## src/rtl/muldiv_unit.sv

```systemverilog
// muldiv_unit: iterative RV64M mul/div/divu/rem/remu execution unit
// Ports: clk, reset (sync active-high); valid_in/ready_in handshake with op, a, b;
//   flush aborts in-flight work; out_valid pulses once with the registered 64-bit result.
// Define MULDIV_FAST_MUL_EN for a single-cycle combinational multiplier instead of 64-cycle shift-add.
`ifndef ALUOP_WIDTH
`define ALUOP_WIDTH 5
`endif
module muldiv_unit (
  input  logic                    clk,
  input  logic                    reset,
  input  logic                    valid_in,
  output logic                    ready_in,
  input  logic [`ALUOP_WIDTH-1:0] op,
  input  logic [63:0]             a,
  input  logic [63:0]             b,
  input  logic                    flush,
  output logic                    out_valid,
  output logic [63:0]             result
);
  typedef enum logic [1:0] {IDLE, MUL, DIV, DONE} state_t;
  state_t state_q, state_d;
  logic [5:0] cnt_q, cnt_d;
  logic [63:0] acc_q, acc_d, x_q, x_d, y_q, y_d, result_q, result_d;
  logic isrem_q, isrem_d, negq_q, negq_d, negr_q, negr_d;
  logic is_mul, is_sgn, is_rem, is_div, accept, ovf, ge;
  logic [63:0] abs_a, abs_b, mul_next, rnext, qnext, fin;
  logic [64:0] rsh, rdiff;
  assign ready_in = state_q == IDLE;
  assign out_valid = state_q == DONE && !flush;
  assign result = result_q;
  // acc holds the product sum or partial remainder; x the multiplicand or divisor;
  // y the multiplier or the dividend bits shifting out as quotient bits shift in.
  always_comb begin
    is_mul = op == `ALUOP_WIDTH'(15);
    is_sgn = op == `ALUOP_WIDTH'(16) || op == `ALUOP_WIDTH'(18);
    is_rem = op == `ALUOP_WIDTH'(18) || op == `ALUOP_WIDTH'(19);
    is_div = is_sgn || op == `ALUOP_WIDTH'(17) || op == `ALUOP_WIDTH'(19);
    accept = valid_in && ready_in && !flush && (is_mul || is_div);
    ovf = is_sgn && a == 64'h8000_0000_0000_0000 && b == '1;
    abs_a = is_sgn && a[63] ? -a : a;
    abs_b = is_sgn && b[63] ? -b : b;
    mul_next = acc_q + (y_q[0] ? x_q : 64'd0);
    rsh = {acc_q, y_q[63]};
    rdiff = rsh - {1'b0, x_q};
    ge = rsh >= {1'b0, x_q};
    rnext = ge ? rdiff[63:0] : rsh[63:0];
    qnext = {y_q[62:0], ge};
    fin = isrem_q ? (negr_q ? -rnext : rnext) : (negq_q ? -qnext : qnext);
    state_d = state_q;
    cnt_d = cnt_q;
    acc_d = acc_q;
    x_d = x_q;
    y_d = y_q;
    result_d = result_q;
    isrem_d = isrem_q;
    negq_d = negq_q;
    negr_d = negr_q;
    case (state_q)
      IDLE: if (accept) begin
        cnt_d = 6'd63;
        isrem_d = is_rem;
        negq_d = is_sgn && (a[63] ^ b[63]);
        negr_d = is_sgn && a[63];
        acc_d = '0;
        if (is_mul) begin
`ifdef MULDIV_FAST_MUL_EN
          state_d = DONE;
          result_d = a * b;
`else
          state_d = MUL;
          x_d = a;
          y_d = b;
`endif
        end else if (b == '0) begin
          state_d = DONE;
          result_d = is_rem ? a : '1;
        end else if (ovf) begin
          state_d = DONE;
          result_d = is_rem ? '0 : a;
        end else begin
          state_d = DIV;
          x_d = abs_b;
          y_d = abs_a;
        end
      end
      MUL: begin
        acc_d = mul_next;
        x_d = {x_q[62:0], 1'b0};
        y_d = y_q >> 1;
        cnt_d = cnt_q - 6'd1;
        state_d = cnt_q == '0 ? DONE : MUL;
        result_d = cnt_q == '0 ? mul_next : result_q;
      end
      DIV: begin
        acc_d = rnext;
        y_d = qnext;
        cnt_d = cnt_q - 6'd1;
        state_d = cnt_q == '0 ? DONE : DIV;
        result_d = cnt_q == '0 ? fin : result_q;
      end
      DONE: state_d = IDLE;
    endcase
    if (flush && state_q != IDLE) begin
      state_d = IDLE;
      result_d = result_q;
    end
  end
  always_ff @(posedge clk)
    if (reset) begin
      state_q <= IDLE;
      cnt_q <= '0;
      acc_q <= '0;
      x_q <= '0;
      y_q <= '0;
      result_q <= '0;
      isrem_q <= 1'b0;
      negq_q <= 1'b0;
      negr_q <= 1'b0;
    end else begin
      state_q <= state_d;
      cnt_q <= cnt_d;
      acc_q <= acc_d;
      x_q <= x_d;
      y_q <= y_d;
      result_q <= result_d;
      isrem_q <= isrem_d;
      negq_q <= negq_d;
      negr_q <= negr_d;
    end
endmodule
```

## config.mk

```make
export PLATFORM = sky130hd
export DESIGN_NAME = muldiv_unit
export DESIGN_NICKNAME = d
export VERILOG_FILES = /design/src/rtl/muldiv_unit.sv
export SDC_FILE = /design/constraint.sdc
export NUM_CORES = 2
export LEC_CHECK = 0
export BUFFER_PORTS_ARGS = -buffer_cell sky130_fd_sc_hd__buf_2
export CAP_MARGIN = 20
export CELL_PAD_IN_SITES_DETAIL_PLACEMENT = 1
export CELL_PAD_IN_SITES_GLOBAL_PLACEMENT = 1
export CORE_MARGIN = 2
export CORE_UTILIZATION = 49
export CTS_CLUSTER_DIAMETER = 120
export CTS_CLUSTER_SIZE = 8
export DETAILED_ROUTE_END_ITERATION = 16
export GPL_TIMING_DRIVEN = 0
export PLACE_DENSITY = 0.85
export REMOVE_ABC_BUFFERS = 1
export SLEW_MARGIN = 40
export SYNTH_ARGS = -nofsm -noshare
export SYNTH_HDL_FRONTEND = slang
export SYNTH_SLANG_ARGS = --single-unit
export TNS_END_PERCENT = 5
```

## constraint.sdc

```tcl
create_clock -name clk -period 18.1 [get_ports clk]
set_clock_uncertainty 0.05 [all_clocks]
set_input_delay 0.905 -clock clk [delete_from_list [all_inputs] [get_ports clk]]
set_output_delay 0.905 -clock clk [all_outputs]
set_load 0.01 [all_outputs]
```

# Yosys cells after proc, flatten, opt, wreduce, memory -nomap -nowiden
# Index checks and enable logic that the tools add are counted.
totals:
  out_inout_bits: 66
  word_cells: 104
  reg_bits: 267
classes:
  reduce_logical: 31
  n_addsub: 7
  n_bitwise: 2
  eq_ne: 17
  n_lt_le_gt_ge: 1
  mux: 37
ops:
  columns: ["operator", "count"]
  rows:
  - ["64-bit 2-to-1 mux", 24]
  - ["64-bit one-hot mux with 3 select lines", 3]
  - ["64-bit negator", 4]
  - ["64-bit == test, second input constant", 2]
  - ["64-bit one-hot mux with 2 select lines", 1]
  - ["65-bit by 64-bit >= comparator with 1-bit output", 1]
  - ["64-bit adder", 1]
  - ["64-bit zero test", 1]
  - ["64-bit subtractor", 1]
  - ["5-bit == test, second input constant", 4]
  - ["6-bit one-hot mux with 2 select lines", 1]
  - ["1-bit logical AND", 10]
  - ["2-bit one-hot mux with 4 select lines", 1]
  - ["4-bit AND reduction", 2]
  - ["7-bit AND reduction", 1]
  - ["6-bit zero test", 1]
  - ["2-bit 2-to-1 mux", 3]
  - ["6-bit 2-to-1 mux", 1]
  - ["2-bit != test, second input constant", 3]
  - ["3-bit != test, second input constant", 2]
  - ["2-bit AND reduction", 3]
  - ["2-bit nonzero test", 3]
  - ["6-bit by 1-bit subtractor with 6-bit output, second input constant", 1]
  - ["5-bit by 4-bit == test with 1-bit output, second input constant", 1]
  - ["12 further kinds", 20]

# Logic depth before layout (Yosys ltp)
depth:
  ltp_word: 9
  depth_mapped: 30

# Least setup slack after synthesis
# No wires, ideal clock.
synth_path:
  path_type: "register to register"
  from: "register acc_q[5]"
  to: "register result_q[58], in the netlist result[58]"
  t_arrival_ps: 5942
  path_stages_with_launch: 27
  setup_ps: 91
  slack_ps: 12017
  period_less_slack_ps: 6083
  n_path_buf: 6
  path_cell_list: "dfxtp_1 ha_1 a21oi_1 o21ai_1 a21o_1 o2111ai_1 a211o_1 nand2_1 inv_2 buf_6 clkbuf_1 clkbuf_1 clkbuf_1 buf_1 ha_1 nand2b_1 or2_2 or2_2 nand2b_2 or4_1 buf_2 o41ai_2 xnor2_1 o21ai_1 a41oi_1 nand3_1 a311oi_1"
synth_via:
  elab_chain_cells: 7
  word_cells_on_any_way: 12
  cone_classes: "add/sub: 4; order compare: 1; mux: 7"
synth_rtl:
  columns: ["item", "line_no", "rtl"]
  rows:
  - ["start, declared", "23", "logic [63:0] acc_q, acc_d, x_q, x_d, y_q, y_d, result_q, result_d;"]
  - ["start signal, assigned", "112", "acc_q <= '0;"]
  - ["start signal, assigned", "122", "acc_q <= acc_d;"]
  - ["64-bit subtractor / 65-bit by 64-bit >= comparator with 1-bit output (equally long branches)", "44, 45", null]
  - ["64-bit 2-to-1 mux", "46", "rnext = ge ? rdiff[63:0] : rsh[63:0];"]
  - ["64-bit negator", "48", "fin = isrem_q ? (negr_q ? -rnext : rnext) : (negq_q ? -qnext : qnext);"]
  - ["64-bit 2-to-1 mux (2 in a row)", "48", null]
  - ["64-bit 2-to-1 mux", "99", "result_d = cnt_q == '0 ? fin : result_q;"]
  - ["64-bit one-hot mux with 3 select lines (*)", "58", "case (state_q)"]
  - ["end signal, assigned", "125", "result_q <= result_d;"]
  - ["end, declared", "23", null]
# Mark *: on every way between the ends. The rest lies on a longest branch, timed or not. The select of a mux whose other input is x is not followed.
# A chain may end at the register's enable or synchronous reset.

# Worst setup path in the final report
layout_path:
  from: "register y_q[63]"
  to: "register result_q[52], in the netlist result[52]"
layout_via:
  elab_chain_cells: 7
  word_cells_on_any_way: 10
  cone_classes: "add/sub: 3; order compare: 1; mux: 6"
layout_rtl:
  columns: ["item", "line_no", "rtl"]
  rows:
  - ["start, declared", "23", null]
  - ["start signal, assigned", "124", "y_q <= y_d;"]
  - ["64-bit subtractor / 65-bit by 64-bit >= comparator with 1-bit output (equally long branches)", "44, 45", null]
  - ["64-bit 2-to-1 mux", "46", null]
  - ["64-bit negator", "48", null]
  - ["64-bit 2-to-1 mux", "48", null]
  - ["64-bit 2-to-1 mux (*)", "48", null]
  - ["64-bit 2-to-1 mux (*)", "99", null]
  - ["64-bit one-hot mux with 3 select lines (*)", "58", null]
# Marks and branches as above.

==> flow_summary.toml <==
[run_status]
status = "complete, no violations"

[grt]
track_usage_pct = 43.4
grt_max_degree = 90
grt_pass1_wl_mm = 224
antenna_found_initial = 6
gr-total-overflow = 0
grt_pass1_vias = 36200

[worst_setup_path]
crit_arrival_ps = 8670
critPathLaunchType = "register"
path_max_fanout = 47
crit_type = "reg -> reg"
cp-end-kind = "register"
max_stage_delay_ps = 840
critPathSlowestCell = "dfxtp_1"
crit_top_cell = "inv_1"
path_delay_family = "simple AND/OR/NAND/NOR gates"
crit_buf_inv = 6
required_ps = 18490

[logic_synthesis]
synthCells = 4616
syn_avg_cell_area_um2 = 6.73
ys_seq_elements = 267
ys.flop_type = "dfxtp_1"
synthesis.area_um2 = 31100
synth_edf_count = 0
yosys_warnings = 0
yosys.cell_types.count = 100
synth-seq-area-share_pct = 17.2
ys_async_sr_fraction_pct = 0

[detailed_routing]
drtAntennaViolNets = 0
drt_wl_total_mm = 149
route.detailed.drc = 0
wire_per_inst_um = 27.5
drt-pass1-iter-count = 6
drtIter0Drc = 4862
vias_per_cell = 7.10
vias = 38500

[clock_network]
insertion_delay_ps = 580
clk_pin_slew_ps = 60
post_cts_buffers = 0
cts_tree = "yes"
clock-sinks = 267
cts_resized = 0
cts.hold.buffers_added = 0
cts_root_buf = "clkbuf_16"
cts_max_level = 2
cts_buffers = 39
cts_buffer_depth = 3

[power_and_ir_drop]
power-per-cell-area_nw_per_um2 = 69.1
p_clk_share_pct = 29.3
pwr-share-comb_pct = 43.9
p_leak_nw = 13.0
seqPwrFrac_pct = 26.8
internal_power_mw = 1.30
switching_share_pct = 44.8
fin_total_pwr_mw = 2.35
power.switching_mw = 1.05
irDropWorstVdd_uv = 58.6

[worst_hold_path]
hold_class = "reg -> reg"

[sta]
max-slew-margin-rel_pct = 36.2
period_share_pct = 45.8
tightest_slew_ps = 951
maxSlewViolCount = 0
max_clock_freq_mhz = 121
setup_viol = 0
period_minus_slack_ps = 8280
timing.hold.ws_ps = 403
rsz0062_at_grt = "no"
hold_viol_final = 0

[placed_design]
hpwl_mm = 115
gp_congestion = 1.04
port_buffers = 202

[run]
drv_cap = 0

[die]
start_util_pct = 49.4
rows = 92
core-area_um2 = 62900
fp.dieH_um = 256
dieArea_um2 = 65400
die_w_um = 256
pin_count = 203

[final_layout]
layout.nets = 4837
drive_gt1_share_pct = 9.13
most-common-layout-cells = "611 x a21oi_1, 568 x nor2_1, 438 x nand2_1"
area_growth_pct = 9.50
fin_util_pct = 54.1
mostFrequentLayoutCell = "a21oi_1"
[logic make-up after synthesis]
logic type	Yosys count	synth area share, %
buffers and inverters	493	6.18
XOR/XNOR	300	8.46
AO/OA/AOI/OAI	1719	35.7
AND/OR/NAND/NOR	1635	24.7
multiplexers	55	1.84
flip-flops	267	17.2
adder cells (fa/ha/maj)	147	5.91
[sequential cells by signal, indices dropped and copies added (netlist names), 2 cells and up]
name	count
state_q	2
y_q	64
result	64
acc_q	64
x_q	64
cnt_q	6
[final cells by class]
cell class,instances,area (um2)
tap,846,1060
sequential,267,5360
fill,8380,28800
antenna,7,17.5
multi-input combinational,3856,24000
clock buffer,42,987
inverter,131,507
clock inverter,4,33.8
timing repair buffer,265,2020
[power groups by stage]
stage	logic (mW)	registers, mW	clock network, mW
after floorplan	0.605	0.630	0
after global placement	0.937	0.639	0
after detailed placement	0.972	0.640	0
after CTS	0.982	0.628	0.685
after global routing	1.08	0.631	0.703
final	1.03	0.630	0.689
[synth_stat cells (10+ instances only)]
cell type	instances	share of area [%]
nand2b_1	33	0.66
a221o_1	15	0.48
o211ai_1	59	1.4
xor2_1	133	3.7
a31oi_1	38	0.77
a21o_1	64	1.5
or4_1	37	0.89
nor2_1	572	6.9
mux2i_1	37	1.2
buf_2	37	0.60
o21ai_1	13	0.21
inv_1	128	1.5
a22oi_1	32	0.77
or2_2	18	0.36
a21oi_1	614	9.9
a211o_1	65	1.8
a41oi_1	12	0.34
nor3_1	118	1.9
nor4_1	46	0.93
mux2_2	18	0.65
nand3b_1	10	0.24
a311oi_1	24	0.68
o31a_1	13	0.37
o21ai_0	284	4.6
nor2b_1	25	0.50
or3_1	59	1.2
xnor2_1	167	4.7
o41ai_1	34	0.96
and3_1	33	0.66
buf_1	29	0.35
a2111oi_0	14	0.39
dfxtp_1	267	17
nand4_1	84	1.7
ha_1	138	5.6
and4_1	15	0.42
nand2_1	442	5.3
o31ai_1	55	1.3
nand3_1	78	1.3
a211oi_1	178	4.3
a221oi_1	63	1.8
o21a_1	27	0.65
and2_1	22	0.44
clkbuf_1	290	3.5
o21bai_1	16	0.39
[through the flow]
| step | setup slack, ps | cell area [um2] | TNS [ps] | instances |
|---|---|---|---|---|
| final | 9820 | 34000 | 0 | 5418 |
| after global routing | 9710 | 34000 | 0 | 5418 |
| after CTS | 10220 | 34000 | 0 | 5411 |
| after detailed placement | 10260 | 33000 | 0 | 5365 |
| after global placement | -2910 | 31700 | -194670 | 5302 |
| after floorplan | 3810 | 29600 | 0 | 4254 |
[worst paths after layout]
check            start          to  slack, ps  depth (start not counted)
max            y_q[63]  result[52]       9820                         26
max reg2reg    y_q[63]  result[52]       9820                         26
min          result[1]   result[1]        400                          2
min reg2reg  result[1]   result[1]        400                          2
[routing by layer]
layer | track usage, % | share of wire (%) | routed length [um]
met5 | 0 | 0 | 0
met4 | 18.1 | 4.9 | 7310
met3 | 10.2 | 12 | 18100
met2 | 63.0 | 41 | 61000
met1 | 61.2 | 42 | 62800
[worst reg2reg max path: cells and delay by family (launching register included)]
kind | cells | cell delay, ps
AND/OR/NAND/NOR | 11 | 3010
AO/OA/AOI/OAI | 6 | 2290
buffers and inverters | 6 | 1070
flip-flops | 1 | 840
adder cells (fa/ha/maj) | 2 | 550
multiplexers | 1 | 360
Note: power is estimated with default switching activity, not from simulation.
